`config.mk`:
```
export PLATFORM = sky130hd
export DESIGN_NAME = fnd_scan_rx
export DESIGN_NICKNAME = d
export VERILOG_FILES = /design/src/rtl/fnd_pkg.sv /design/src/rtl/fnd_seg2num.sv /design/src/rtl/fnd_scan_rx.sv
export SDC_FILE = /design/constraint.sdc
export NUM_CORES = 1
export LEC_CHECK = 0
export ABC_AREA = 1
export CORE_MARGIN = 3
export CORE_UTILIZATION = 55
export CTS_CLUSTER_DIAMETER = 150
export DETAILED_ROUTE_END_ITERATION = 10
export GPL_TIMING_DRIVEN = 1
export PLACE_DENSITY = 0.73
export SLEW_MARGIN = 20
export SYNTH_ARGS = -nofsm -noshare
export SYNTH_HDL_FRONTEND = slang
export SYNTH_HIERARCHICAL = 1
export SYNTH_SLANG_ARGS = --single-unit
```
`constraint.sdc`:
```
create_clock -name clk -period 4.82 [get_ports clk]
set_input_delay 0.964 -clock clk [delete_from_list [all_inputs] [get_ports clk]]
set_output_delay 0.964 -clock clk [all_outputs]
set_load 0.005 [all_outputs]
```
`src/rtl/fnd_pkg.sv`:
```
// Shared definitions for the 7-segment scan receive path: segment patterns,
// special digit codes, FSM states and a BCD helper.
package fnd_pkg;

    // Segment patterns, bit6 = a ... bit0 = g, active-high after normalization
    localparam logic [6:0] SEG_0 = 7'h7E;
    localparam logic [6:0] SEG_1 = 7'h30;
    localparam logic [6:0] SEG_2 = 7'h6D;
    localparam logic [6:0] SEG_3 = 7'h79;
    localparam logic [6:0] SEG_4 = 7'h33;
    localparam logic [6:0] SEG_5 = 7'h5B;
    localparam logic [6:0] SEG_6 = 7'h5F;
    localparam logic [6:0] SEG_7 = 7'h70;
    localparam logic [6:0] SEG_8 = 7'h7F;
    localparam logic [6:0] SEG_9 = 7'h7B;
    localparam logic [6:0] SEG_OFF = 7'h00;

    localparam logic [3:0] DIG_BLANK = 4'hF;
    localparam logic [3:0] DIG_INV   = 4'hE;

    typedef enum logic [1:0] {
        ALIGN   = 2'd0,
        COLLECT = 2'd1,
        COMMIT  = 2'd2
    } fnd_state_t;

    // Tens/ones pair to binary; callers guarantee tens <= 5 so 6 bits never overflow
    function automatic logic [5:0] bcd2bin(input logic [3:0] tens, input logic [3:0] ones);
        return 6'(tens) * 6'd10 + 6'(ones);
    endfunction

endpackage

```
`src/rtl/fnd_seg2num.sv`:
```
// Segment pattern to digit code: 0-9, blank (all segments off) or invalid.
module fnd_seg2num
    import fnd_pkg::*;
(
    input  logic [6:0] seg,
    output logic [3:0] code,
    output logic       invalid
);

    // Table lookup; anything outside the ten digits and blank is invalid
    always_comb begin
        code    = DIG_INV;
        invalid = 1'b0;
        case (seg)
            SEG_0:   code = 4'd0;
            SEG_1:   code = 4'd1;
            SEG_2:   code = 4'd2;
            SEG_3:   code = 4'd3;
            SEG_4:   code = 4'd4;
            SEG_5:   code = 4'd5;
            SEG_6:   code = 4'd6;
            SEG_7:   code = 4'd7;
            SEG_8:   code = 4'd8;
            SEG_9:   code = 4'd9;
            SEG_OFF: code = DIG_BLANK;
            default: invalid = 1'b1;
        endcase
    end

endmodule

```
`src/rtl/fnd_scan_rx.sv`:
```
// Receive-side monitor for a six-digit multiplexed 7-segment scan bus.
// Synchronizes the bus, waits for each digit to settle, decodes it and
// assembles hh:mm:ss frames with BCD/binary outputs and status strobes.
//
// Strobe semantics: o_frame_valid and o_err are single-cycle pulses with no
// back-pressure; o_time_valid and o_timeout are levels held until changed.
module fnd_scan_rx
    import fnd_pkg::*;
#(
    parameter int SETTLE_CYC  = 4,
    parameter int FRAME_TO    = 50000,
    parameter int ENB_ACT_LOW = 1,
    parameter int SEG_ACT_LOW = 0
) (
    input  logic        clk,
    input  logic        rst_n,
    input  logic [5:0]  i_seg_enb,
    input  logic [6:0]  i_seg,
    input  logic        i_seg_dp,
    output logic [23:0] o_digit,
    output logic [5:0]  o_dp,
    output logic [5:0]  o_hour,
    output logic [5:0]  o_min,
    output logic [5:0]  o_sec,
    output logic        o_time_valid,
    output logic        o_frame_valid,
    output logic        o_err,
    output logic        o_timeout
);

    localparam logic [3:0]  SETTLE_MAX = 4'(SETTLE_CYC);
    localparam logic [3:0]  CAP_AT     = 4'(SETTLE_CYC - 1);
    localparam logic [15:0] TO_MAX     = 16'(FRAME_TO);
    localparam logic [15:0] TO_LAST    = 16'(FRAME_TO - 1);

    logic [13:0] raw_vec, sync1, sync2, prev_vec;
    logic [3:0]  settle_cnt;
    logic [15:0] to_cnt;
    logic        cap, cap_none, cap_one, store, err_ev, timeout_ev, commit;
    logic [5:0]  cap_enb;
    logic [6:0]  cap_seg;
    logic [2:0]  slot;
    logic [3:0]  code;
    logic        invalid;
    fnd_state_t  state, state_nxt;
    logic [5:0]  seen, seen_nxt;
    logic [5:0][3:0] stage_dig;
    logic [5:0]  stage_dp;
    logic        time_ok;

    // Active-high view of the bus: {enables, segments, dp}
    assign raw_vec = {((ENB_ACT_LOW != 0) ? ~i_seg_enb : i_seg_enb),
                      ((SEG_ACT_LOW != 0) ? ~{i_seg, i_seg_dp} : {i_seg, i_seg_dp})};

    // Two-flop synchronizer plus a one-cycle-old copy for the stability compare
    always_ff @(posedge clk or negedge rst_n) begin
        if (!rst_n) begin
            sync1    <= '0;
            sync2    <= '0;
            prev_vec <= '0;
        end else begin
            sync1    <= raw_vec;
            sync2    <= sync1;
            prev_vec <= sync2;
        end
    end

    // Settle counter: saturates so each stable interval yields exactly one event
    always_ff @(posedge clk or negedge rst_n) begin
        if (!rst_n) settle_cnt <= '0;
        else if (sync2 != prev_vec) settle_cnt <= '0;
        else if (settle_cnt != SETTLE_MAX) settle_cnt <= settle_cnt + 4'd1;
    end

    // prev_vec holds the value that has been stable while the count built up
    assign cap      = (settle_cnt == CAP_AT);
    assign cap_enb  = prev_vec[13:8];
    assign cap_seg  = prev_vec[7:1];
    assign cap_none = (cap_enb == 6'h00);
    assign cap_one  = !cap_none && ((cap_enb & (cap_enb - 6'd1)) == 6'h00);
    assign store    = cap && cap_one;
    assign err_ev   = cap && ((!cap_none && !cap_one) || (cap_one && invalid));
    // A settle event of any kind counts as scan activity
    assign timeout_ev = !cap && (to_cnt == TO_LAST);

    fnd_seg2num u_seg2num (
        .seg     (cap_seg),
        .code    (code),
        .invalid (invalid)
    );

    // Slot index of the single active enable
    always_comb begin
        slot = 3'd0;
        for (int i = 0; i < 6; i++) begin
            if (cap_enb[i]) slot = 3'(i);
        end
    end

    // Stall watchdog: restarts on every settle event, saturates at the limit
    always_ff @(posedge clk or negedge rst_n) begin
        if (!rst_n) begin
            to_cnt    <= '0;
            o_timeout <= 1'b0;
        end else if (cap) begin
            to_cnt    <= '0;
            o_timeout <= 1'b0;
        end else begin
            if (to_cnt != TO_MAX) to_cnt <= to_cnt + 16'd1;
            if (timeout_ev) o_timeout <= 1'b1;
        end
    end

    // FSM state and seen mask
    always_ff @(posedge clk or negedge rst_n) begin
        if (!rst_n) begin
            state <= ALIGN;
            seen  <= '0;
        end else begin
            state <= state_nxt;
            seen  <= seen_nxt;
        end
    end

    // Next state: align on hour-tens, collect all six slots, commit for one cycle
    always_comb begin
        state_nxt = state;
        seen_nxt  = seen;
        commit    = 1'b0;
        case (state)
            ALIGN: begin
                if (store && slot == 3'd5) begin
                    seen_nxt  = 6'b100000;
                    state_nxt = COLLECT;
                end
            end
            COLLECT: begin
                if (store) seen_nxt = seen | cap_enb;
                if (seen_nxt == 6'h3F) state_nxt = COMMIT;
            end
            COMMIT: begin
                commit    = 1'b1;
                seen_nxt  = store ? cap_enb : 6'h00;
                state_nxt = COLLECT;
            end
            default: state_nxt = ALIGN;
        endcase
        if (timeout_ev) begin
            seen_nxt  = 6'h00;
            state_nxt = ALIGN;
        end
    end

    // Staging registers: latest capture per slot wins; non-hour captures dropped while aligning
    always_ff @(posedge clk or negedge rst_n) begin
        if (!rst_n) begin
            stage_dig <= {6{DIG_BLANK}};
            stage_dp  <= '0;
        end else if (store && (state != ALIGN || slot == 3'd5)) begin
            stage_dig[slot] <= code;
            stage_dp[slot]  <= prev_vec[0];
        end
    end

    // Legal time: all decimal digits, hour <= 23, minute and second tens <= 5
    always_comb begin
        time_ok = 1'b1;
        for (int i = 0; i < 6; i++) begin
            if (stage_dig[i] > 4'd9) time_ok = 1'b0;
        end
        if (stage_dig[5] > 4'd2) time_ok = 1'b0;
        if (stage_dig[5] == 4'd2 && stage_dig[4] > 4'd3) time_ok = 1'b0;
        if (stage_dig[3] > 4'd5) time_ok = 1'b0;
        if (stage_dig[1] > 4'd5) time_ok = 1'b0;
    end

    // Frame outputs load on commit; binary time only updates when legal
    always_ff @(posedge clk or negedge rst_n) begin
        if (!rst_n) begin
            o_digit       <= {6{DIG_BLANK}};
            o_dp          <= '0;
            o_hour        <= '0;
            o_min         <= '0;
            o_sec         <= '0;
            o_time_valid  <= 1'b0;
            o_frame_valid <= 1'b0;
            o_err         <= 1'b0;
        end else begin
            o_frame_valid <= commit;
            o_err         <= err_ev;
            if (commit) begin
                o_digit      <= stage_dig;
                o_dp         <= stage_dp;
                o_time_valid <= time_ok;
                if (time_ok) begin
                    o_hour <= bcd2bin(stage_dig[5], stage_dig[4]);
                    o_min  <= bcd2bin(stage_dig[3], stage_dig[2]);
                    o_sec  <= bcd2bin(stage_dig[1], stage_dig[0]);
                end
            end
        end
    end

endmodule

```
After elaboration in Yosys (flattened, before gate mapping). Cells that the tools add are included.

Flip-flop bits (word level): 152. Output and inout bits: 52. Word-level logic and storage cells: 137. Input port bits: 16.

$mul: 3. Add/subtract/negate cells: 6. Equality and inequality tests: 22. Bitwise operators: 3. Order comparisons: 12. Mux-type cells: 40. Reduce and logical (&&, ||, !) cells: 28.

Operators with widths (count): $eq A7 B7 Y1 const B (8); $pmux W4 S11 (1); $mux W16 (2); $mux W6 (5); $bwmux W24 (1); $gt A4 B4 Y1 const B (6); $add A6 B4 Y6 (3); $pmux W6 S3 (1); $add A16 B1 Y16 const B (1); $eq A16 B16 Y1 const B (1); $mux W1 (16); $ne A16 B16 Y1 const B (1); $mul A4 B3 Y5 const B (3); $eq A7 B6 Y1 const B (2); $ne A14 B14 Y1 (1); $demux W4 S3 (1); $logic_not A6 Y1 (2); $mux W3 (4); $mux W4 (3); $reduce_or A11 Y1 (1); $logic_and A1 B1 Y1 (10); $eq A4 B2 Y1 const B (2); $gt A4 B2 Y1 const B (2); $gt A4 B3 Y1 const B (2); 24 further kinds (35).

Longest topological paths before layout. Gate-level depths: netlist of the first run.

Depth in word-level cells: 12. Mapped depth: 14. Depth with buffers taken out: 13.

Modules after synthesis. Netlist of the first run, hierarchy kept.

Modules (own cells, without submodules): fnd_scan_rx (instances 1, seq. area each 3863.7 um^2, area each 6730.2 um^2, cells each 703); fnd_seg2num (instances 1, seq. area each 0.0 um^2, area each 261.5 um^2, cells each 63).

Worst setup path after synthesis of the first run. OpenSTA, ideal clock, no wires.

Path kind: reg2reg. From: register state[0]. To: register o_min[5]. Clock period less this slack: 1.815 ns. Required time: 4.693 ns. Slack: 3.005 ns. Path buffers: 0. Setup time: 0.127 ns. Data arrival time: 1.688 ns. Stages on the path, launching flop included: 10. Cells stage by stage: dfrtp_1 -> inv_1 -> ha_1 -> inv_2 -> nor2_1 -> o2111a_1 -> nand2_1 -> clkinv_1 -> nor2_1 -> a21oi_1.

Cells in the longest elaborated chain, start to end: 3.

RTL lines: start: declaration (line fnd_scan_rx.sv:45) `fnd_state_t state, state_nxt;`; start signal: assignment (line fnd_scan_rx.sv:120) `state <= state_nxt;`; $eq A2 B2 Y1 (line fnd_scan_rx.sv:130) `case (state)`; $mux W1 (line fnd_scan_rx.sv:130); via commit (line fnd_scan_rx.sv:39) `logic cap, cap_none, cap_one, store, err_ev, timeout_ev, commit;`; $reduce_and A2 Y1 (no line); end signal: assignment (line fnd_scan_rx.sv:197) `o_min <= bcd2bin(stage_dig[3], stage_dig[2]);`; end: declaration (line fnd_scan_rx.sv:23) `output logic [5:0] o_min,`.

The timed path passes the listed nets, and every way through them passes these cells. A chain may end at the register's enable or synchronous reset.

Worst setup path after layout of the first run.
From: register state[0]. To: register o_sec[5].

Cells in the longest elaborated chain, start to end: 3.

RTL lines: $eq A2 B2 Y1 (line fnd_scan_rx.sv:130); $mux W1 (line fnd_scan_rx.sv:130); via commit (line fnd_scan_rx.sv:39); $reduce_and A2 Y1 (no line); end signal: assignment (line fnd_scan_rx.sv:198) `o_sec <= bcd2bin(stage_dig[1], stage_dig[0]);`; end: declaration (line fnd_scan_rx.sv:24) `output logic [5:0] o_sec,`.

The timed path passes the listed nets, and every way through them passes these cells.

==> results_dict.tcl, run 1 <==
set metrics [dict create \
    antenna_cells_inserted 0 \
    yosys-mux-area-fraction_pct 0.286 \
    cp_data_required_time_ps 5110 \
    drt-wirelength-per-cell_um 13.6 \
    synth_area_leaders "sky130_fd_sc_hd__dfrtp_1, sky130_fd_sc_hd__dfstp_2, sky130_fd_sc_hd__nand2_1" \
    critical_path.startpoint_type "flop" \
    rr_worst_depth 9 \
    die_span_y_um 119 \
    gp_routability_congestion 0.827 \
    synth_edf_count 0 \
    xor_and_xnor_fraction_of_the_mapped_netlist_area_pct 3.13 \
    worst_slew_pin_slew_ps 939 \
    synthDistinctLibCells 45 \
    p_leak_nw 4.03 \
    yosys.area_share.simple_pct 22.6 \
    htree_num_levels 4 \
    netlist_area_pre_place_mm2 0.00699 \
    yosysSeqAreaShare_pct 55.3 \
    critical_path.reg2reg.startpoint "state[0]" \
    filler_cell_count 978 \
    worstHoldStart "sync1[7]" \
    tritoncts_num_sinks 152 \
    post-route-drc-count 0 \
    timing.critical_path.to_type "flop" \
    multiInputGateArea_mm2 0.00276 \
    timing.hold.ws_ps 347 \
    fin_tns_setup_ps 0 \
    layout_commonest_cell "sky130_fd_sc_hd__nand2_1" \
    netlist.top_cell.by_area "sky130_fd_sc_hd__dfrtp_1" \
    cts-buffers-inserted 17 \
    hpwl_um 9890 \
    grt_setup_unrepaired "false" \
    result_of_the_run "complete, no violations" \
    row_count 40 \
    synth_fp_nets 811 \
    max-slew-margin-rel_pct 37.4 \
    floorplan.initialDensity_pct 57.3 \
    antenna_violating_nets_post_route 0 \
    io_buffers 67 \
    rr_endpoint "o_sec[5]" \
    min_period_over_period_pct 62.9 \
    fmax_mhz 330 \
    critPathKind "flop to flop" \
    fin_nets 887 \
    drt_wl_total_um 13900 \
    drt_first_iter_violations 335 \
    final_cell_area_mm2 0.00845 \
    post_cts_setup_bufs 0 \
    irDropWorstVdd_mv 0.284 \
    routed_via_density 5.12 \
    hp-class "flop to flop" \
    antenna_found_initial 0 \
    hold_depth 0 \
    most-common-layout-cells "sky130_fd_sc_hd__nand2_1, sky130_fd_sc_hd__dfrtp_1, sky130_fd_sc_hd__inv_1" \
    postSynthAreaPerCell_um2 9.13 \
    asyncSetResetFlopFracSynth_pct 100 \
    placed_area_mm2 0.00784 \
    layout.area.seq_mm2 0.00386 \
    syn_to_final_growth_pct 20.8 \
    main_combinational_cell_family_by_area_after_synthesis "simple AND/OR/NAND/NOR gates" \
    postCtsResizedCells 0 \
    synth-adder-area-share_pct 5.51 \
    worst_ep_arrival_time_ps 3330 \
    grt_pass1_vias 5240 \
    syn-instance-count 766 \
    final_period_minus_worst_setup_slack_ps 3030 \
    clock_latency_ps 430 \
    clock_tree_from_tritoncts "done" \
    core_footprint_mm2 0.0122 \
    timing.final.setup_violations 0 \
    clock_transition_at_path_regs_ps 60 \
    synth.yosys.warnings 6 \
    cp_max_fo 37 \
    dieWidth_um 119 \
    clk_path_buf_depth 2 \
    timing.clock.skew_ps 8.81 \
    ff2ff_setup_slack_ps 1790 \
    cts_root_buffer "sky130_fd_sc_hd__clkbuf_16" \
    dominantRegCellSynth "sky130_fd_sc_hd__dfrtp_1" \
    grt_max_degree 122 \
    via_count 5241 \
    dieArea_mm2 0.0141 \
    cts_hold_buffers 0 \
    drive_above_1_share_pct 13.1 \
    power_density_mw_per_mm2 321 \
    yosys.area.top_type_share_pct 37.2 \
    worstHoldEndpoint "sync2[7]" \
    power_w 0.00271 \
    grt_usage_pct 21.4 \
    final-hold-violation-count 0 \
    io_pins 68 \
    cap_violations 0 \
    synth_compound_gate_area_share_pct 8.04 \
    synth_seq_cells 152 \
    globalRouteOverflowTotal 0 \
    grt_pass1_wl_um 24500 \
    dr.pass1.iters 6 \
    slew_viol_final 0 \
]
[critical path: stages (launching register included)]
cell	delay, ps
sky130_fd_sc_hd__dfrtp_1	400
sky130_fd_sc_hd__inv_1	90
sky130_fd_sc_hd__ha_1	230
sky130_fd_sc_hd__inv_2	440
sky130_fd_sc_hd__nor2_1	130
sky130_fd_sc_hd__o2111a_1	280
sky130_fd_sc_hd__nand2_1	630
sky130_fd_sc_hd__clkinv_1	450
sky130_fd_sc_hd__nor2_1	190
sky130_fd_sc_hd__a21oi_1	60
[synth_stat cells (2+ instances only)]
master and instances:
sky130_fd_sc_hd__nand4_1 9, sky130_fd_sc_hd__xor2_1 22, sky130_fd_sc_hd__buf_2 2, sky130_fd_sc_hd__a21oi_1 23
sky130_fd_sc_hd__xnor2_1 3, sky130_fd_sc_hd__a31oi_1 6, sky130_fd_sc_hd__o211a_1 2, sky130_fd_sc_hd__nor3_1 8
sky130_fd_sc_hd__nand2_2 4, sky130_fd_sc_hd__nand2_4 2, sky130_fd_sc_hd__o21ai_2 2, sky130_fd_sc_hd__nand3_1 20
sky130_fd_sc_hd__dfrtp_1 104, sky130_fd_sc_hd__nand2_1 224, sky130_fd_sc_hd__nor2_1 70, sky130_fd_sc_hd__clkbuf_1 9
sky130_fd_sc_hd__dfstp_2 48, sky130_fd_sc_hd__fa_1 3, sky130_fd_sc_hd__mux2i_1 2, sky130_fd_sc_hd__ha_1 26
sky130_fd_sc_hd__nor4_1 6, sky130_fd_sc_hd__or2_2 4, sky130_fd_sc_hd__o21ai_1 15, sky130_fd_sc_hd__o21ai_0 45
sky130_fd_sc_hd__inv_2 2, sky130_fd_sc_hd__nor2_2 6, sky130_fd_sc_hd__inv_1 79, sky130_fd_sc_hd__nand4_2 3
[metal layers]
layer	track usage [%]	wire length, µm	vias up
li1	-	-	2602
met1	28.1	6320	2464
met2	34.8	6710	149
met3	4.21	606	26
met4	8.76	286	0
met5	0	0	-
[sequential cells by signal, indices dropped and copies added (netlist names), 2 cells and up]
register and flops:
o_sec 6, o_digit 24, stage_dig 24, settle_cnt 4
sync2 14, o_dp 6, prev_vec 14, o_hour 6
o_min 6, sync1 14, stage_dp 6, state 2
seen 6, to_cnt 16
[cell families (layout without fill, tap and decap cells)]
family / after synthesis / after routing
compound gates: 100 / 100
flops: 152 / 152
xor+xnor: 25 / 25
fa+ha+maj: 29 / 29
mux: 2 / 2
simple gates: 363 / 363
buf+inv: 95 / 184
[power breakdown]
part	switching (W)	internal (W)	total (W)
registers	0.0000144	0.00130	0.00131
clock network	0.000505	0.000816	0.00132
logic	0.0000522	0.0000251	0.0000774
total	0.000571	0.00214	0.00271
[cell type report]
| type | instances | share of cell area, % |
|---|---|---|
| inverter | 83 | 3.70 |
| tap | 168 | 2.49 |
| multi-input combinational | 519 | 32.7 |
| clock buffer | 23 | 6.18 |
| timing repair buffer | 69 | 8.16 |
| clock inverter | 9 | 0.993 |
| sequential | 152 | 45.7 |
[worst max path at each step]
stage | start | endpoint | slack (ps) | depth (start not counted)
after floorplan | state[0] | o_min[5] | 3010 | 9
after global placement | state[0] | o_min[5] | 1960 | 9
after detailed placement | state[0] | o_sec[5] | 1810 | 9
after CTS | state[0] | o_sec[5] | 1790 | 9
after global routing | state[0] | o_sec[5] | 1460 | 9
final | state[0] | o_sec[5] | 1790 | 9
[per-stage QoR]
step / util (%) / setup WS, ps / std cells
after floorplan: - / 3010 / 766
after detailed placement: 64.2 / 1810 / 991
after CTS: 69.1 / 1790 / 1023
after global routing: 69.2 / 1460 / 1023
after global placement: 64.2 / 1960 / 991
final: 69.2 / 1790 / 1023
Note: power is estimated with default switching activity, not from simulation.
==> run 2: changes to the inputs <==
- clock period: 4.82 -> 3 ns (I/O delays scaled with it)
==> run 2 against run 1 <==
Compared with the run above: sequential power increased by 61%; first-iteration DRC count grew 18%; total power is 55% higher; cell area is 0.21% lower; register-to-register slack lost 1100 ps; hold slack got worse by 240 ps; flip-flop and latch count unchanged; highest routed layer unchanged.
==> results_dict.tcl, run 2 (synthesized netlist as in run 1, its figures left out) <==
set metrics [dict create \
    clock_tree_from_tritoncts "done" \
    fmax_mhz 429 \
    io_buffers 67 \
    route.layer.met1.wl_um 6320 \
    grt_usage_pct 21.9 \
    drt_first_iter_violations 394 \
    power_density_mw_per_mm2 498 \
    hp-class "primary input to asynchronous set/reset pin" \
    critPathKind "flop to flop" \
    globalRouteOverflowTotal 0 \
    layout_commonest_cell "sky130_fd_sc_hd__nand2_1" \
    dr.max_layer_used "met4" \
    p_leak_nw 4.02 \
    most-common-layout-cells "sky130_fd_sc_hd__nand2_1, sky130_fd_sc_hd__dfrtp_1, sky130_fd_sc_hd__inv_1" \
    wl_met3_um 567 \
    drt-wirelength-per-cell_um 14.0 \
    floorplan.initialDensity_pct 57.3 \
    largest_registers_in_the_final_layout "o_digit: 24 flops, stage_dig: 24 flops, to_cnt: 16 flops" \
    clock_transition_at_path_regs_ps 60 \
    grt_pass1_wl_um 25200 \
    irDropWorstVdd_mv 0.435 \
    timing.critical_path.to_type "flop" \
    antenna_cells_inserted 0 \
    min_period_over_period_pct 77.8 \
    fin_tns_setup_ps 0 \
    dieArea_mm2 0.0141 \
    drive_above_1_share_pct 13.7 \
    critical_path.startpoint_type "flop" \
    route.met2.wl_um 7130 \
    result_of_the_run "complete, no violations" \
    dr.pass1.iters 5 \
    syn_to_final_growth_pct 20.5 \
    grt_pass1_vias 5343 \
    cts_hold_buffers 0 \
    cts-buffers-inserted 17 \
    dieWidth_um 119 \
    hpwl_um 10500 \
    via_count 5356 \
    gp_routability_congestion 0.920 \
    htree_num_levels 4 \
    timing.final.setup_violations 0 \
    die_span_y_um 119 \
    cap_violations 0 \
    final_period_minus_worst_setup_slack_ps 2330 \
    post_cts_setup_bufs 0 \
    grt_setup_unrepaired "false" \
    clock_latency_ps 420 \
    row_count 40 \
    grt_max_degree 56 \
    final-hold-violation-count 0 \
    tritoncts_num_sinks 152 \
    post-route-drc-count 0 \
    worst_slew_pin_slew_ps 504 \
    antenna_violating_nets_post_route 0 \
    routed_via_density 5.21 \
    power_w 0.00419 \
    fin_nets 892 \
    cts_root_buffer "sky130_fd_sc_hd__clkbuf_16" \
    core_footprint_mm2 0.0122 \
    cp_data_required_time_ps 3310 \
    max-slew-margin-rel_pct 66.4 \
    worst_ep_arrival_time_ps 2650 \
    timing.clock.skew_ps 8.09 \
    antenna_found_initial 0 \
    io_pins 68 \
    cp_max_fo 13 \
    drt_wl_total_um 14400 \
    clk_path_buf_depth 2 \
    slew_viol_final 0 \
    postCtsResizedCells 0 \
]
-- run 2: cell count changes in the layout (fill, tap and decap cells not counted) --
| cell | before | now |
|---|---|---|
| sky130_fd_sc_hd__clkbuf_16 | 20 | 17 |
| sky130_fd_sc_hd__bufinv_16 | 1 | 0 |
| sky130_fd_sc_hd__inv_4 | 1 | 0 |
| sky130_fd_sc_hd__clkinvlp_4 | 2 | 3 |
| sky130_fd_sc_hd__clkbuf_8 | 2 | 4 |
| sky130_fd_sc_hd__clkinv_4 | 1 | 2 |
| sky130_fd_sc_hd__clkinv_2 | 4 | 5 |
| sky130_fd_sc_hd__buf_6 | 0 | 1 |
| sky130_fd_sc_hd__clkbuf_1 | 2 | 0 |
| sky130_fd_sc_hd__buf_4 | 2 | 7 |
| sky130_fd_sc_hd__clkinv_1 | 1 | 2 |
-- run 2: stage by stage --
step | worst slack (ps) | instance area (µm²) | std cells | utilization (%) | hold WS [ps]
floorplan | 1190 | 6990 | 766 | - | 304
CTS | 658 | 8430 | 1028 | 69.0 | 125
finish | 667 | 8430 | 1028 | 69.0 | 111
global placement | 918 | 7880 | 996 | 64.5 | 331
detailed placement | 654 | 7880 | 996 | 64.5 | 335
global route | 271 | 8430 | 1028 | 69.0 | 137
-- run 2: worst max-delay path: stages, from the launching register on --
cell and delay, ps:
sky130_fd_sc_hd__dfrtp_1 400, sky130_fd_sc_hd__ha_1 190, sky130_fd_sc_hd__nand2_1 80, sky130_fd_sc_hd__nor2_2 310, sky130_fd_sc_hd__nand4_4 190, sky130_fd_sc_hd__nor2_2 400
sky130_fd_sc_hd__nor2_1 100, sky130_fd_sc_hd__nor2_1 140, sky130_fd_sc_hd__nand3_1 120, sky130_fd_sc_hd__nand2_1 120, sky130_fd_sc_hd__nand2_1 70, sky130_fd_sc_hd__nand2_1 60
sky130_fd_sc_hd__nand2_1 40
-- run 2: path summary, 6_finish.rpt --
| check | startpoint | end | slack, ps | depth (start not counted) |
|---|---|---|---|---|
| max reg2reg | settle_cnt[1] | state[0] | 670 | 12 |
| max | settle_cnt[1] | state[0] | 670 | 12 |
| min | rst_n | o_time_valid | 110 | 1 |
| max in group asynchronous | rst_n | sync2[3] | 1990 | 2 |
| min reg2reg | sync1[9] | sync2[9] | 340 | 0 |
| min in group clk | sync1[9] | sync2[9] | 340 | 0 |
-- run 2: layout make-up --
cell class	count	area, µm²
clock buffer	21	480
clock inverter	11	72.6
fill	983	3780
inverter	83	313
multi-input combinational	519	2760
sequential	152	3860
tap	168	210
timing repair buffer	74	724
-- run 2: per-layer routing --
layer / vias up / track usage [%]
met1: 2558 / 28.6
met3: 33 / 4.02
met4: 0 / 9.85
li1: 2623 / -
met2: 142 / 35.9
met5: - / 0
-- run 2: report_power, final --
group	leakage [nW]	switching, W	internal [W]
clock network	0.269	0.000818	0.00114
logic	1.92	0.0000872	0.0000420
registers	1.84	0.0000236	0.00208
==> run 3: changes to the inputs <==
- CORE_UTILIZATION: 55 -> 52
- clock period: 3 -> 2 ns (I/O delays scaled with it)
==> run 3 against run 2 <==
Compared with the run above: register-to-register slack worse by 550 ps; sequential power is 50% higher; non-clock buffer count is 22 higher; critical path depth is 2 lower.
==> results_dict.tcl, run 3 (synthesized netlist as in run 1, its figures left out) <==
set metrics [dict create \
    drt_first_iter_violations 408 \
    timing.hold.ws_ps 345 \
    floorplan.initialDensity_pct 54.3 \
    dr.pass1.iters 5 \
    io_buffers 67 \
    clk_path_buf_depth 2 \
    antenna_violating_nets_post_route 0 \
    dieArea_mm2 0.0149 \
    grt_max_degree 60 \
    row_count 41 \
    dieWidth_um 122 \
    final_period_minus_worst_setup_slack_ps 1890 \
    grt_pass1_vias 5225 \
    critical_path.startpoint_type "flop" \
    final_cell_area_mm2 0.00874 \
    routed_via_density 5.12 \
    critPathKind "flop to flop" \
    final-hold-violation-count 0 \
    p_leak_nw 4.15 \
    most-common-layout-cells "sky130_fd_sc_hd__nand2_1, sky130_fd_sc_hd__dfrtp_1, sky130_fd_sc_hd__inv_1" \
    timing.critical_path.to_type "flop" \
    cp_max_fo 10 \
    drive_above_1_share_pct 17.7 \
    antenna_cells_inserted 0 \
    clock_transition_at_path_regs_ps 60 \
    via_count 5392 \
    drt-wirelength-per-cell_um 13.6 \
    hpwl_um 10400 \
    placed_area_mm2 0.00798 \
    cap_violations 0 \
    cts-buffers-inserted 17 \
    max-slew-margin-rel_pct 64.4 \
    grt_usage_pct 20.5 \
    hp-class "flop to flop" \
    clock_latency_ps 430 \
    antenna_found_initial 0 \
    count_of_non_filler_cells_in_the_finished_layout 1054 \
    utilization_pct 67.9 \
    timing.clock.skew_ps 7.73 \
    fin_nets 914 \
    worst_setup_path_startpoint "settle_cnt[0]" \
    worst_ep_arrival_time_ps 2200 \
    critical_path.reg2reg.startpoint "settle_cnt[0]" \
    clock_tree_from_tritoncts "done" \
    die_span_y_um 122 \
    slew_viol_final 0 \
    largest_registers_in_the_final_layout "o_digit: 24 flops, stage_dig: 24 flops, to_cnt: 16 flops" \
    io_pins 68 \
    cts_root_buffer "sky130_fd_sc_hd__clkbuf_16" \
    syn_to_final_growth_pct 25.0 \
    core_footprint_mm2 0.0129 \
    globalRouteOverflowTotal 0 \
    gp_routability_congestion 0.892 \
    worstHoldStart "sync1[10]" \
    fmax_mhz 530 \
    grt_pass1_wl_um 24100 \
    place.detailed.instances 1011 \
    drt_wl_total_um 14400 \
    result_of_the_run "complete, no violations" \
    cp_data_required_time_ps 2310 \
    timing.final.setup_violations 0 \
    htree_num_levels 4 \
    power_density_mw_per_mm2 756 \
    tritoncts_num_sinks 152 \
    layout_commonest_cell "sky130_fd_sc_hd__nand2_1" \
    irDropWorstVdd_mv 0.610 \
    worst_slew_pin_slew_ps 534 \
    post-route-drc-count 0 \
    min_period_over_period_pct 94.4 \
]
## run 3: report_power, final
part | switching (W) | leakage (nW) | internal (W)
clock | 0.00127 | 0.287 | 0.00196
combinational | 0.000135 | 2.03 | 0.0000792
sequential | 0.0000361 | 1.83 | 0.00312
total | 0.00144 | 4.15 | 0.00517
## run 3: worst max-delay path, cell delays in order (launching register included)
cell                      delay [ps]
sky130_fd_sc_hd__dfrtp_1         400
sky130_fd_sc_hd__ha_2            210
sky130_fd_sc_hd__nand2_2          80
sky130_fd_sc_hd__nor2_4          150
sky130_fd_sc_hd__nand4_4         220
sky130_fd_sc_hd__inv_4           140
sky130_fd_sc_hd__o21ai_2          90
sky130_fd_sc_hd__a31oi_4         210
sky130_fd_sc_hd__nand2_4         120
sky130_fd_sc_hd__nand2_1          80
sky130_fd_sc_hd__o21ai_1          60
## run 3: through the flow
step | setup TNS [ps] | setup WS (ps) | total power, W
after global routing | -143 | -45.2 | 0.00683
after floorplan | 0 | 185 | 0.00329
after global placement | 0 | 142 | 0.00341
after CTS | 0 | 54.8 | 0.00665
final | 0 | 112 | 0.00660
after detailed placement | 0 | 91.7 | 0.00341
## run 3: worst paths after layout
kind                               end  slack (ps)  cells past startpoint
setup / recovery           stage_dp[1]         110                     10
hold / removal               sync2[10]         350                      0
setup reg to reg           stage_dp[1]         110                     10
hold reg to reg              sync2[10]         350                      0
max in group asynchronous   o_digit[5]         800                      3
min in group asynchronous    o_hour[5]         510                      2
## run 3: metal layers
metal | global-route usage, % | share of wire (%)
met1 | 25.9 | 44
met2 | 34.2 | 50
met3 | 5.52 | 3.8
met4 | 7.35 | 2.0
met5 | 0 | 0
## run 3: timing repair
item                                   4_1_cts  5_1_grt
endpoints found under the hold margin       17        0
hold buffers                                 1        0
buffers inserted                             0       10
setup endpoints to repair                    0       35
gates resized for setup                      0       27
## run 3: final cells by class
class | instances | area [µm²]
Tap cell | 172 | 215
Timing Repair Buffer | 96 | 905
Inverter | 83 | 314
Clock buffer | 17 | 425
Clock inverter | 15 | 175
Sequential cell | 152 | 3870
Multi-Input combinational cell | 519 | 2830
Fill cell | 971 | 4140
